==> src/rtl/alu_serial_ctrl_pkg.sv <==
// Shared definitions for the bit-serial ALU controller: op codes, FSM states
// and small op classification helpers.
package alu_serial_ctrl_pkg;

  localparam logic [2:0] OP_AND = 3'd0;
  localparam logic [2:0] OP_OR  = 3'd1;
  localparam logic [2:0] OP_ADD = 3'd2;
  localparam logic [2:0] OP_SUB = 3'd3;
  localparam logic [2:0] OP_XOR = 3'd4;

  typedef enum logic [1:0] {
    ST_IDLE = 2'd0,
    ST_RUN  = 2'd1,
    ST_DONE = 2'd2
  } state_t;

  function automatic logic op_is_legal(input logic [2:0] op);
    return (op <= OP_XOR);
  endfunction

  // Only ADD/SUB use the carry chain and report carry/overflow.
  function automatic logic op_is_arith(input logic [2:0] op);
    return (op == OP_ADD) || (op == OP_SUB);
  endfunction

endpackage

==> src/rtl/alu_serial_ctrl_serial_shreg.sv <==
// WIDTH-bit right-shifting register with parallel load; serial data enters at
// the MSB so an LSB-first stream assembles into a word.
module serial_shreg #(
  parameter int WIDTH = 16
) (
  input  logic             clk,
  input  logic             rst,
  input  logic             load,
  input  logic             shift,
  input  logic [WIDTH-1:0] load_val,
  input  logic             sin,
  output logic [WIDTH-1:0] q
);

  logic [WIDTH-1:0] q_r;

  // Load has priority over shift; otherwise hold.
  always_ff @(posedge clk) begin
    if (rst) begin
      q_r <= {WIDTH{1'b0}};
    end else if (load) begin
      q_r <= load_val;
    end else if (shift) begin
      q_r <= {sin, q_r[WIDTH-1:1]};
    end else begin
      q_r <= q_r;
    end
  end

  assign q = q_r;

endmodule

==> src/rtl/alu_serial_ctrl.sv <==
// Sequencer for the bit-serial ALU: feeds operand bits LSB first to an external
// 1-bit slice, collects the result and flags, and hands them to writeback.
module alu_serial_ctrl
  import alu_serial_ctrl_pkg::*;
#(
  parameter int WIDTH = 16,
  parameter int CNT_W = 4
) (
  input  logic             clk,
  input  logic             rst,
  input  logic             req_valid,
  output logic             req_ready,
  input  logic [2:0]       req_op,
  input  logic [WIDTH-1:0] req_a,
  input  logic [WIDTH-1:0] req_b,
  output logic             slice_a,
  output logic             slice_b,
  output logic             slice_cin,
  output logic [2:0]       slice_op,
  input  logic             slice_res,
  input  logic             slice_cout,
  output logic             rsp_valid,
  input  logic             rsp_ready,
  output logic [WIDTH-1:0] rsp_result,
  output logic             rsp_zero,
  output logic             rsp_carry,
  output logic             rsp_ovf,
  output logic             rsp_illegal
);

  localparam logic [CNT_W-1:0] LAST_CNT = CNT_W'(WIDTH - 1);
  localparam logic [CNT_W-1:0] CNT_ONE  = CNT_W'(1);

  state_t           state_r, state_s;
  logic             accept_s, last_s, run_s;
  logic             req_ready_r, rsp_valid_r;
  logic [2:0]       op_r;
  logic [CNT_W-1:0] count_r;
  logic             carry_r, acc_r;
  logic             rsp_zero_r, rsp_carry_r, rsp_ovf_r, rsp_illegal_r;
  logic [WIDTH-1:0] a_q, b_q, res_q;
  logic             unused_s;

  // State register with handshake outputs registered from the next state.
  always_ff @(posedge clk) begin
    if (rst) begin
      state_r     <= ST_IDLE;
      req_ready_r <= 1'b1;
      rsp_valid_r <= 1'b0;
    end else begin
      state_r     <= state_s;
      req_ready_r <= (state_s == ST_IDLE);
      rsp_valid_r <= (state_s == ST_DONE);
    end
  end

  // Next-state logic and per-cycle strobes.
  always_comb begin
    state_s  = state_r;
    accept_s = 1'b0;
    last_s   = 1'b0;
    case (state_r)
      ST_IDLE: begin
        if (req_valid) begin
          accept_s = 1'b1;
          state_s  = op_is_legal(req_op) ? ST_RUN : ST_DONE;
        end else begin
          state_s = ST_IDLE;
        end
      end
      ST_RUN: begin
        if (count_r == LAST_CNT) begin
          last_s  = 1'b1;
          state_s = ST_DONE;
        end else begin
          state_s = ST_RUN;
        end
      end
      ST_DONE: begin
        if (rsp_ready) begin
          state_s = ST_IDLE;
        end else begin
          state_s = ST_DONE;
        end
      end
      default: state_s = ST_IDLE;
    endcase
  end

  assign run_s = (state_r == ST_RUN);

  // Op latch, bit counter, carry FF and result flags.
  always_ff @(posedge clk) begin
    if (rst) begin
      op_r          <= 3'd0;
      count_r       <= {CNT_W{1'b0}};
      carry_r       <= 1'b0;
      acc_r         <= 1'b0;
      rsp_zero_r    <= 1'b0;
      rsp_carry_r   <= 1'b0;
      rsp_ovf_r     <= 1'b0;
      rsp_illegal_r <= 1'b0;
    end else if (accept_s) begin
      op_r          <= req_op;
      count_r       <= {CNT_W{1'b0}};
      carry_r       <= (req_op == OP_SUB);
      acc_r         <= 1'b0;
      rsp_zero_r    <= 1'b0;
      rsp_carry_r   <= 1'b0;
      rsp_ovf_r     <= 1'b0;
      rsp_illegal_r <= ~op_is_legal(req_op);
    end else if (run_s) begin
      count_r <= count_r + CNT_ONE;
      acc_r   <= acc_r | slice_res;
      if (op_is_arith(op_r)) begin
        carry_r <= slice_cout;
      end
      // carry_r is the carry into the MSB on the final bit.
      if (last_s) begin
        rsp_zero_r  <= ~(acc_r | slice_res);
        rsp_carry_r <= op_is_arith(op_r) & slice_cout;
        rsp_ovf_r   <= op_is_arith(op_r) & (carry_r ^ slice_cout);
      end
    end
  end

  serial_shreg #(.WIDTH(WIDTH)) u_sr_a (
    .clk(clk), .rst(rst), .load(accept_s), .shift(run_s),
    .load_val(req_a), .sin(1'b0), .q(a_q)
  );

  serial_shreg #(.WIDTH(WIDTH)) u_sr_b (
    .clk(clk), .rst(rst), .load(accept_s), .shift(run_s),
    .load_val(req_b), .sin(1'b0), .q(b_q)
  );

  serial_shreg #(.WIDTH(WIDTH)) u_sr_res (
    .clk(clk), .rst(rst), .load(accept_s), .shift(run_s),
    .load_val({WIDTH{1'b0}}), .sin(slice_res), .q(res_q)
  );

  // Operand upper bits only matter as they shift down to bit 0.
  assign unused_s = ^{a_q[WIDTH-1:1], b_q[WIDTH-1:1]};

  assign slice_a   = run_s & a_q[0];
  assign slice_b   = run_s & (b_q[0] ^ (op_r == OP_SUB));
  assign slice_cin = run_s & carry_r;
  assign slice_op  = run_s ? op_r : 3'd0;

  assign req_ready   = req_ready_r;
  assign rsp_valid   = rsp_valid_r;
  assign rsp_result  = res_q;
  assign rsp_zero    = rsp_zero_r;
  assign rsp_carry   = rsp_carry_r;
  assign rsp_ovf     = rsp_ovf_r;
  assign rsp_illegal = rsp_illegal_r;

endmodule

==> config.mk <==
export PLATFORM = sky130hd
export DESIGN_NAME = alu_serial_ctrl
export DESIGN_NICKNAME = d
export VERILOG_FILES = /design/src/rtl/alu_serial_ctrl_pkg.sv /design/src/rtl/alu_serial_ctrl_serial_shreg.sv /design/src/rtl/alu_serial_ctrl.sv
export SDC_FILE = /design/constraint.sdc
export NUM_CORES = 1
export LEC_CHECK = 0
export BUFFER_PORTS_ARGS = -buffer_cell sky130_fd_sc_hd__buf_2
export CAP_MARGIN = 20
export CORE_AREA = 2 2 78 80
export CTS_CLUSTER_SIZE = 28
export DETAILED_ROUTE_END_ITERATION = 10
export DIE_AREA = 0 0 80 82
export PLACE_DENSITY = 0.94
export SLEW_MARGIN = 20
export SYNTH_ARGS = -nofsm -noshare
export SYNTH_HDL_FRONTEND = slang
export SYNTH_HIERARCHICAL = 1
export SYNTH_SLANG_ARGS = --single-unit
==> constraint.sdc <==
create_clock -name clk -period 5.12 [get_ports clk]
set_clock_uncertainty 0.2 [all_clocks]
set_input_delay 1.28 -clock clk [delete_from_list [all_inputs] [get_ports clk]]
set_output_delay 1.28 -clock clk [all_outputs]
set_load 0.05 [all_outputs]
==> run metrics <==
FF-to-FF setup slack=~2500 ps; vias post-DR=2393; Syn Inst Count=302; Async SR Flop Fraction=0; most common flop cell mapped by yosys=dfxtp_1; Nets=420; Post-DP Area=3563 um2; Syn Area/Cell=about 11 um2; RD Place Congestion=around 0.77; Max FO, Critical Path=22; initial detailed-routing violation count=116; GRT Total Usage=0.1991; final worst-path cycle share=0.6711; Critical Path Start=state_r[0]$_SDFF_PP0_; Worst-path clk slew=70 ps; Die Y=82 um; DR WL/cell=approximately 14 um; largest net degree at the start of global routing=57; deepest clock path buffer count=2; r2r endpoint=rsp_valid$_SDFF_PP0_; Layout area overhead=15.60%; final WL=roughly 6.4 mm; VDD IR max=roughly 0.17 mV; H-Tree Depth=3; Slew headroom=0.3612; final setup fails=0; Chip Width=roughly 80 um; global-route wire length before repair=10.14 mm; Hold Path Class=flip-flop to flip-flop; status=complete, no violations; Seq/Total Area, Yosys=0.4026; die footprint=6560 um2; Yosys top cell by area=dfxtp_1; Critical Path End Type=output pin; share of cells above drive strength 1=0.3159; Syn Std Cell Area=3232 um2; I/O Buffers=between 60 and 70; setup bufs post-CTS=0; number of antenna violations at the first check in global routing=0; Data required, critical path=3640 ps; ant diodes=0; number of sinks on the clock net=65; fmax=291.1 MHz; RSZ-0062 raised after global routing=false; # DRC=0; Ports=69; CP Launch Type=flip-flop; Leakage=between 1 and 1.5 nW; Max Cap Viol=0; Warnings, synthesis=6; clock root cell=clkbuf_8; Final Critical Period=3436 ps; Hold Buf Count CTS=0; hpwl dp=between 4 and 5 mm; Yosys top cell area share=0.4026; Setup CP Type=flip-flop to output pin; GRT Residual Overflow=0; measured slew at the worst slew-check pin=957.1 ps; worst skew pair latency=330 ps; Rows=28; DRT Pass-1 Iters=6; number of flops mapped to enable cells by yosys=0; post-route ant nets=0; number of global-route vias before repair=2322; Setup TNS Final=0 ps; Num CTS Buffers=9; Netlist cell types=39; Avg Vias per Cell=5.225; fin area=between 3000 and 4000 um2; Power Dens Cells=332.9 nW/um2; initial core utilization=0.5625; Crit Reg-Reg Startpoint=state_r[0]$_SDFF_PP0_; register bit total from synthesis=65; Final Hold Vio Count=0; most area-consuming cells after synthesis=dfxtp_1 (40%), mux2i_1 (16%), a211oi_2 (12%), nor2b_1 (9.5%), a211oi_1 (4.2%); crit path DAT=1960 ps; CTS tree=done; core area=5746 um2; depth of the worst register-to-register path=5; PostCTS Resize Cnt=0; end of the critical path=slice_op[1]; Pins Over Slew Limit=0
==> cell families after synthesis <==
family | Yosys count | share of synthesized area
adders and majority gates | 1 | 0.003871
and+or+nand+nor | 81 | 0.1564
other | 1 | 0.001160
xor gates and xnor gates | 4 | 0.01084
DFF | 65 | 0.4026
muxes | 51 | 0.1580
buffers and inverters | 28 | 0.06426
AOI/OAI and AO/OA | 71 | 0.2029
==> per-layer routing <==
metal / track usage / vias up / part of all wire
met1: 0.2274 / 1110 / 0.44
met2: 0.3483 / 54 / 0.49
met3: 0.05275 / 9 / 0.044
li1: - / 1220 / -
met4: 0.09153 / 0 / 0.019
met5: 0 / - / 0
==> worst max-delay path, stage by stage, from the launching register on <==
cell      delay, ps
dfxtp_1         610
nand2b_4        150
inv_2           410
and2_1          200
buf_2           250
==> sequential cells by signal, indices dropped and copies added, names as in the netlist <==
register     cells
carry_r          1
u_sr_a/q        16
rsp_valid        1
acc_r            1
rsp_carry        1
rsp_illegal      1
count_r          4
state_r          2
u_sr_b/q        16
req_ready        1
rsp_ovf          1
rsp_zero         1
u_sr_res/q      16
op_r             3
==> power by group <==
part	leakage, nW	internal (mW)	switching (mW)
clock	0.0891	0.187	0.192
sequential	0.537	0.553	0.0316
combinational	0.837	0.109	0.171
total	1.46	0.849	0.395
==> through the flow <==
step                      instances  hold slack, ps  total power, mW  utilization  setup slack, ps
after floorplan                 319           237.7           0.8285            -             2278
after global placement          442           250.3           0.8658       0.6202             1787
after detailed placement        442           273.0           0.8767       0.6202             1690
after CTS                       458           286.8            1.253       0.6503             1687
after global routing            458           335.7            1.302       0.6503             1580
final                           458           290.2            1.244       0.6503             1684
==> Yosys cell counts, types with 2 or more instances <==
cell,count
a21oi_1,7
o21ai_0,7
buf_2,4
inv_1,5
nand4_1,2
mux2i_1,51
nand3_1,2
nor2b_1,49
a221oi_1,2
nand2_1,4
dfxtp_1,65
buf_6,5
buf_4,3
clkbuf_1,4
a211oi_1,18
a211oi_2,30
nand3b_1,4
buf_12,3
and2_1,5
buf_1,4
nand2b_1,2
nor2_1,7
xor2_1,3
==> worst min-delay path by stage <==
| stage | start | endpoint | slack, ps | cells after the start |
|---|---|---|---|---|
| CTS | rsp_ovf$_SDFFE_PP0P_ | rsp_ovf$_SDFFE_PP0P_ | 290 | 2 |
| floorplan | acc_r$_SDFFE_PP0N_ | acc_r$_SDFFE_PP0N_ | 240 | 2 |
| global route | acc_r$_SDFFE_PP0N_ | acc_r$_SDFFE_PP0N_ | 340 | 2 |
| detailed placement | rsp_ovf$_SDFFE_PP0P_ | rsp_ovf$_SDFFE_PP0P_ | 270 | 2 |
| global placement | acc_r$_SDFFE_PP0N_ | acc_r$_SDFFE_PP0N_ | 250 | 2 |
| finish | rsp_zero$_SDFFE_PP0P_ | rsp_zero$_SDFFE_PP0P_ | 290 | 2 |
==> cell usage in the layout, fill, tap and decap left out, types with 2 or more instances in the layout <==
| cell | instances |
|---|---|
| buf_4 | 3 |
| clkbuf_8 | 10 |
| xor2_1 | 3 |
| buf_2 | 68 |
| nand2b_1 | 2 |
| and2_1 | 5 |
| a211oi_1 | 18 |
| nor2b_1 | 49 |
| nand4_1 | 2 |
| a221oi_1 | 2 |
| clkinv_2 | 3 |
| mux2i_1 | 51 |
| a211oi_2 | 30 |
| dfxtp_1 | 65 |
| o21ai_0 | 7 |
| conb_1 | 18 |
| nand3b_1 | 4 |
| inv_1 | 4 |
| nand2_1 | 4 |
| nor2_1 | 7 |
| a21oi_1 | 7 |
| nand3_1 | 2 |
==> final cells by class <==
| type | count | area (um2) |
|---|---|---|
| Fill cell | 483 | 2009 |
| Multi-Input combinational cell | 226 | 1787 |
| Sequential cell | 65 | 1301 |
| Timing Repair Buffer | 71 | 362.8 |
| Clock buffer | 11 | 141.4 |
| Tap cell | 75 | 93.84 |
| Clock inverter | 5 | 31.28 |
| Inverter | 5 | 18.77 |
Power figures use the tool's default switching activity.
